--- config.mk ---
export PLATFORM = sky130hd
export DESIGN_NAME = wb_master_mem_tester
export DESIGN_NICKNAME = d
export VERILOG_FILES = /design/src/rtl/wb_master_mem_tester.sv
export SDC_FILE = /design/constraint.sdc
export NUM_CORES = 1
export LEC_CHECK = 0
export CAP_MARGIN = 20
export CORE_MARGIN = 1
export CORE_UTILIZATION = 53
export CTS_BUF_LIST = sky130_fd_sc_hd__clkbuf_16
export DETAILED_ROUTE_END_ITERATION = 10
export PLACE_DENSITY = 0.92
export SLEW_MARGIN = 20
export SYNTH_ARGS = -nofsm -noshare
export SYNTH_HDL_FRONTEND = slang
export SYNTH_SLANG_ARGS = --single-unit
--- constraint.sdc ---
create_clock -name clk_i -period 6.53 [get_ports clk_i]
set_clock_uncertainty 0.2 [all_clocks]
set_input_delay 1.959 -clock clk_i [delete_from_list [all_inputs] [get_ports clk_i]]
set_output_delay 1.959 -clock clk_i [all_outputs]
set_load 0.02 [all_outputs]
--- src/rtl/wb_master_mem_tester.sv ---
// Wishbone B4 memory self-test master: per-address single write then single read,
// readback compare, inverted alternate passes, bounded retries, ack timeout, counters.
module wb_master_mem_tester #(
  parameter int unsigned           ADDR_WIDTH  = 16,
  parameter int unsigned           DATA_WIDTH  = 32,
  parameter int unsigned           START_ADDR  = 0,
  parameter int unsigned           END_ADDR    = 15,
  parameter int unsigned           STEP        = 1,
  parameter logic [DATA_WIDTH-1:0] SEED        = '0,
  parameter int unsigned           MAX_RETRIES = 3,
  parameter int unsigned           TIMEOUT     = 255
) (
  input  logic                    clk_i,
  input  logic                    rst_n_i,
  input  logic                    enable_i,
  output logic                    cyc_o,
  output logic                    stb_o,
  output logic                    we_o,
  output logic [ADDR_WIDTH-1:0]   adr_o,
  output logic [DATA_WIDTH-1:0]   dat_o,
  output logic [DATA_WIDTH/8-1:0] sel_o,
  input  logic [DATA_WIDTH-1:0]   dat_i,
  input  logic                    ack_i,
  input  logic                    err_i,
  output logic                    busy_o,
  output logic                    mismatch_o,
  output logic [15:0]             pass_cnt_o,
  output logic [15:0]             fail_cnt_o,
  output logic [15:0]             buserr_cnt_o
);

  localparam int unsigned SEL_W = DATA_WIDTH / 8;
  localparam int unsigned CNT_W = 16;
  localparam int unsigned AW1   = ADDR_WIDTH + 1;
  localparam int unsigned RT_W  = $clog2(MAX_RETRIES + 2);
  localparam int unsigned TO_W  = $clog2(TIMEOUT + 2);

  typedef enum logic [2:0] {
    ST_IDLE, ST_WRITE, ST_WR_WAIT, ST_RD, ST_RD_WAIT, ST_CHECK, ST_NEXT
  } state_e;

  // Reset asserts asynchronously and releases two edges later.
  logic [1:0] rst_sync_q;
  logic       rst_n;

  always_ff @(posedge clk_i or negedge rst_n_i) begin
    if (!rst_n_i) rst_sync_q <= 2'b00;
    else          rst_sync_q <= {rst_sync_q[0], 1'b1};
  end
  assign rst_n = rst_sync_q[1];

  state_e                  state_q, state_d;
  logic [ADDR_WIDTH-1:0]   addr_q, addr_d;
  logic                    parity_q, parity_d;
  logic [RT_W-1:0]         retry_q, retry_d;
  logic [TO_W-1:0]         to_q, to_d;
  logic [DATA_WIDTH-1:0]   rdata_q, rdata_d;
  logic                    cyc_q, cyc_d, stb_q, stb_d, we_q, we_d;
  logic [ADDR_WIDTH-1:0]   adr_q, adr_d;
  logic [DATA_WIDTH-1:0]   dat_q, dat_d;
  logic [SEL_W-1:0]        sel_q, sel_d;
  logic                    busy_q, busy_d, mismatch_q, mismatch_d;
  logic [CNT_W-1:0]        pass_q, pass_d, fail_q, fail_d, buserr_q, buserr_d;

  logic [DATA_WIDTH-1:0]   pat_c;
  logic [AW1-1:0]          next_addr_c;
  logic                    to_hit_c;
  logic                    retry_ok_c;

  function automatic logic [CNT_W-1:0] sat_inc(input logic [CNT_W-1:0] v);
    return (v == '1) ? v : v + CNT_W'(1);
  endfunction

  assign pat_c       = DATA_WIDTH'(addr_q) ^ SEED ^ {DATA_WIDTH{parity_q}};
  assign next_addr_c = AW1'(addr_q) + AW1'(STEP);
  assign to_hit_c    = (32'(to_q) + 32'd1) >= TIMEOUT;
  assign retry_ok_c  = 32'(retry_q) < MAX_RETRIES;

  always_comb begin
    state_d    = state_q;
    addr_d     = addr_q;
    parity_d   = parity_q;
    retry_d    = retry_q;
    to_d       = to_q;
    rdata_d    = rdata_q;
    cyc_d      = cyc_q;
    stb_d      = stb_q;
    we_d       = we_q;
    adr_d      = adr_q;
    dat_d      = dat_q;
    sel_d      = sel_q;
    mismatch_d = 1'b0;
    pass_d     = pass_q;
    fail_d     = fail_q;
    buserr_d   = buserr_q;

    unique case (state_q)
      ST_IDLE: if (enable_i) state_d = ST_WRITE;
      ST_WRITE: begin
        cyc_d   = 1'b1;
        stb_d   = 1'b1;
        we_d    = 1'b1;
        adr_d   = addr_q;
        dat_d   = pat_c;
        sel_d   = '1;
        to_d    = '0;
        state_d = ST_WR_WAIT;
      end
      ST_WR_WAIT: begin
        if (ack_i) begin
          stb_d   = 1'b0;
          we_d    = 1'b0;
          state_d = ST_RD;
        end else if (err_i || to_hit_c) begin
          cyc_d = 1'b0;
          stb_d = 1'b0;
          we_d  = 1'b0;
          if (err_i && retry_ok_c) begin
            retry_d = retry_q + RT_W'(1);
            state_d = ST_WRITE;
          end else begin
            buserr_d = sat_inc(buserr_q);
            state_d  = ST_NEXT;
          end
        end else begin
          to_d = to_q + TO_W'(1);
        end
      end
      ST_RD: begin
        cyc_d   = 1'b1;
        stb_d   = 1'b1;
        we_d    = 1'b0;
        sel_d   = '1;
        to_d    = '0;
        state_d = ST_RD_WAIT;
      end
      ST_RD_WAIT: begin
        if (ack_i) begin
          rdata_d    = dat_i;
          mismatch_d = (dat_i != pat_c);
          cyc_d      = 1'b0;
          stb_d      = 1'b0;
          state_d    = ST_CHECK;
        end else if (err_i || to_hit_c) begin
          cyc_d = 1'b0;
          stb_d = 1'b0;
          if (err_i && retry_ok_c) begin
            retry_d = retry_q + RT_W'(1);
            state_d = ST_RD;
          end else begin
            buserr_d = sat_inc(buserr_q);
            state_d  = ST_NEXT;
          end
        end else begin
          to_d = to_q + TO_W'(1);
        end
      end
      ST_CHECK: begin
        if (rdata_q != pat_c) fail_d = sat_inc(fail_q);
        state_d = ST_NEXT;
      end
      ST_NEXT: begin
        retry_d = '0;
        to_d    = '0;
        // Wide compare so an address overflow past END_ADDR still wraps.
        if (next_addr_c > AW1'(END_ADDR)) begin
          addr_d   = ADDR_WIDTH'(START_ADDR);
          parity_d = ~parity_q;
          pass_d   = sat_inc(pass_q);
        end else begin
          addr_d = next_addr_c[ADDR_WIDTH-1:0];
        end
        state_d = enable_i ? ST_WRITE : ST_IDLE;
      end
      default: state_d = ST_IDLE;
    endcase

    busy_d = (state_d != ST_IDLE);
  end

  always_ff @(posedge clk_i or negedge rst_n) begin
    if (!rst_n) begin
      state_q    <= ST_IDLE;
      addr_q     <= ADDR_WIDTH'(START_ADDR);
      parity_q   <= 1'b0;
      retry_q    <= '0;
      to_q       <= '0;
      rdata_q    <= '0;
      cyc_q      <= 1'b0;
      stb_q      <= 1'b0;
      we_q       <= 1'b0;
      adr_q      <= '0;
      dat_q      <= '0;
      sel_q      <= '0;
      busy_q     <= 1'b0;
      mismatch_q <= 1'b0;
      pass_q     <= '0;
      fail_q     <= '0;
      buserr_q   <= '0;
    end else begin
      state_q    <= state_d;
      addr_q     <= addr_d;
      parity_q   <= parity_d;
      retry_q    <= retry_d;
      to_q       <= to_d;
      rdata_q    <= rdata_d;
      cyc_q      <= cyc_d;
      stb_q      <= stb_d;
      we_q       <= we_d;
      adr_q      <= adr_d;
      dat_q      <= dat_d;
      sel_q      <= sel_d;
      busy_q     <= busy_d;
      mismatch_q <= mismatch_d;
      pass_q     <= pass_d;
      fail_q     <= fail_d;
      buserr_q   <= buserr_d;
    end
  end

  assign cyc_o        = cyc_q;
  assign stb_o        = stb_q;
  assign we_o         = we_q;
  assign adr_o        = adr_q;
  assign dat_o        = dat_q;
  assign sel_o        = sel_q;
  assign busy_o       = busy_q;
  assign mismatch_o   = mismatch_q;
  assign pass_cnt_o   = pass_q;
  assign fail_cnt_o   = fail_q;
  assign buserr_cnt_o = buserr_q;

endmodule

==> results.py <==
metrics = {
    "sta": {
        "timing.final.ws_setup_ns": 2.566,
        "slew_headroom_pct": 45.44,
        "rsz0062_at_grt": "false",
        "post-route-min-period_ns": 3.964,
        "slew_violations": 0,
        "setup_violations": 0,
        "hold_viol_final": 0,
        "period_share_pct": 60.71,
        "worst_pin_slew_ns": 0.8160,
        "clock.fmax_mhz": 252.2,
        "fin_tns_setup_ns": 0,
    },
    "critical_path": {
        "reg2reg_depth": 8,
        "cp_max_fo": 7,
        "rr_endpoint": "pass_cnt_o[1]",
        "required_ns": 6.63,
        "cp-start-kind": "input port",
        "r2r_setup_slack_ns": 2.81,
        "worstPathArrival_ns": 4.06,
        "crit_path_end_kind": "flip-flop",
        "critPathKind": "input port to flip-flop",
        "r2r_start": "addr_q[0]",
    },
    "placed_design": {
        "dp_hpwl_um": 11900,
        "gp_congestion": 0.8886,
        "portBuffers": 141,
        "post-place-ws_ns": 2.105,
        "placed_cells": 990,
    },
    "power_and_ir_drop": {
        "p_per_area_nw_per_um2": 388.7,
        "power_leakage_nw": 4.086,
        "peakVddDrop_v": 0.0002013,
    },
    "clocking": {
        "tritoncts": "yes",
        "cts.clk_slew.worst_paths_ns": 0.06,
        "clk_path_buf_depth": 2,
        "htree_num_levels": 4,
        "insertion_delay_ns": 0.42,
        "hold_buffers": 0,
        "ctsRootBufferMaster": "clkbuf_16",
        "cts_buffers": 17,
        "numClockSinks": 153,
        "cts_resized": 0,
        "post_cts_buffers": 0,
    },
    "die": {
        "die_w_um": 122.4,
        "core_area_um2": 13990,
        "num_io_pins": 142,
        "initial_utilization_pct": 54.89,
        "die_area_um2": 14970,
        "chipHeight_um": 122.4,
        "rows": 43,
    },
    "layout": {
        "layoutNonFillerInstCount": 1023,
        "multi_input_comb_area_um2": 3517,
        "area_growth_pct": 25.99,
        "nets": 875,
        "num-fill-cells": 1045,
        "drive_gt1_share_pct": 12.10,
        "antenna_cells": 0,
        "layout.area.seq_um2": 3832,
    },
    "route": {
        "drt-total-wl_um": 17600,
        "dr_total_vias": 5917,
        "vias_per_cell": 5.784,
        "drt_first_pass_iters": 5,
        "drt_iter0_markers": 516,
        "drc": 0,
        "avgRoutedWirePerCell_um": 17.20,
        "drtAntennaViolNets": 0,
    },
    "hold_path": {
        "hp-class": "flip-flop to asynchronous set/reset pin",
    },
    "synth": {
        "yosysTopAreaCellShare_pct": 49.86,
        "yosys_warnings": 0,
        "synth_async_sr_flop_share_pct": 100.0,
        "synthFlopType": "dfrtp_1",
        "yosysTopAreaCell": "dfrtp_1",
        "synth-seq-area-share_pct": 49.86,
        "synth_area_per_cell_um2": 10.66,
        "yosysMostFrequentCell": "dfrtp_1",
        "synth_cell_types": 57,
        "synth_seq_cells": 153,
        "synth_area_leaders": "dfrtp_1 50%, mux2_2 7.5%, xnor2_1 6.8%",
        "synth_area_um2": 7679,
        "synthesis.nets": 765,
        "synth_commonest_cells": "153 x dfrtp_1, 60 x xnor2_1, 51 x mux2_2",
        "synth_edf_count": 0,
        "syn_inst": 720,
    },
    "outcome": {
        "status": "finished clean",
    },
    "global_routing": {
        "grt_max_degree": 58,
        "grt_util_all_layers_pct": 24.86,
        "grt.overflow.total": 0,
        "antenna_found_initial": 0,
        "grt_pass1_wl_um": 28720,
        "grt_pass1_vias": 5704,
    },
    "run": {
        "maxCapViolations": 0,
    },
}
worst max-delay path: stages:
cell	delay, ns
clkdlybuf4s50_1	0.49
nor3_2	0.41
nand2b_1	0.15
a21o_1	0.22
nor4b_2	0.48
nand4_1	0.19
xnor2_1	0.16
layer usage:
metal  GRT usage [%]  part of all wire (%)
met1           33.27                    43
met2           40.59                    50
met3           5.297                   6.2
met4           7.470                   1.2
met5               0                     0
sequential cells by signal, summed over array words and instances, names as in the netlist, 2 cells and up:
signal        cells
rdata_q          32
dat_o            17
addr_q           16
adr_o            16
buserr_cnt_o     16
fail_cnt_o       16
pass_cnt_o       16
to_q              9
retry_q           3
state_q           3
rst_sync_q        2
cell families after synthesis:
kind of cell	after synthesis	synth area share (%)
AOI/OAI and AO/OA	74	6.420
xor gates and xnor gates	97	11.06
muxes	55	8.017
and+or+nand+nor	264	18.85
DFF	153	49.86
adders and majority gates	8	1.304
other	1	0.04884
buffers and inverters	68	4.432
metrics by stage:
stage               hold WS, ns  util, %  total power, mW  instance area [um2]
floorplan                0.1312        -            2.326                 7679
global placement         0.1330    64.83            2.719                 9069
detailed placement       0.1409    64.83            2.779                 9069
CTS                      0.1474    69.02            3.768                 9654
global route             0.1555    69.16            3.970                 9674
finish                   0.1212    69.16            3.761                 9674
placed cells by master (no fill, tap or decap), types with 16 or more instances in the layout:
cell	n
nand2_1	35
nand4_1	38
nand3_1	34
xor2_1	37
clkdlybuf4s50_1	141
dfrtp_1	152
mux2_2	51
clkbuf_16	17
a21oi_1	29
and3_1	16
nor4_1	21
nor2_1	48
and2_1	19
xnor2_1	60
how the worst max path moves through the flow:
| stage | startpoint | end | slack, ns | cells after the start |
|---|---|---|---|---|
| floorplan | rst_sync_q[1] | addr_q[0] | 1.75 | 0 |
| global placement | ack_i | buserr_cnt_o[15] | 2.27 | 7 |
| detailed placement | ack_i | buserr_cnt_o[12] | 2.11 | 7 |
| CTS | ack_i | buserr_cnt_o[12] | 2.57 | 7 |
| global route | ack_i | buserr_cnt_o[12] | 2.37 | 7 |
| finish | ack_i | buserr_cnt_o[12] | 2.57 | 7 |
final cells by class:
class	instances	area share, %
Clock inverter	15	1.655
Tap cell	180	2.328
Clock buffer	17	4.397
Timing Repair Buffer	147	15.18
Multi-Input combinational cell	499	36.36
Inverter	12	0.4656
Sequential cell	153	39.61
power breakdown:
group	leakage, nW	internal [mW]	switching (mW)
combinational	1.85	0.640	0.702
sequential	1.96	1.19	0.255
clock	0.281	0.594	0.381
total	4.09	2.42	1.34
Note: power is estimated with default switching activity, not from simulation.
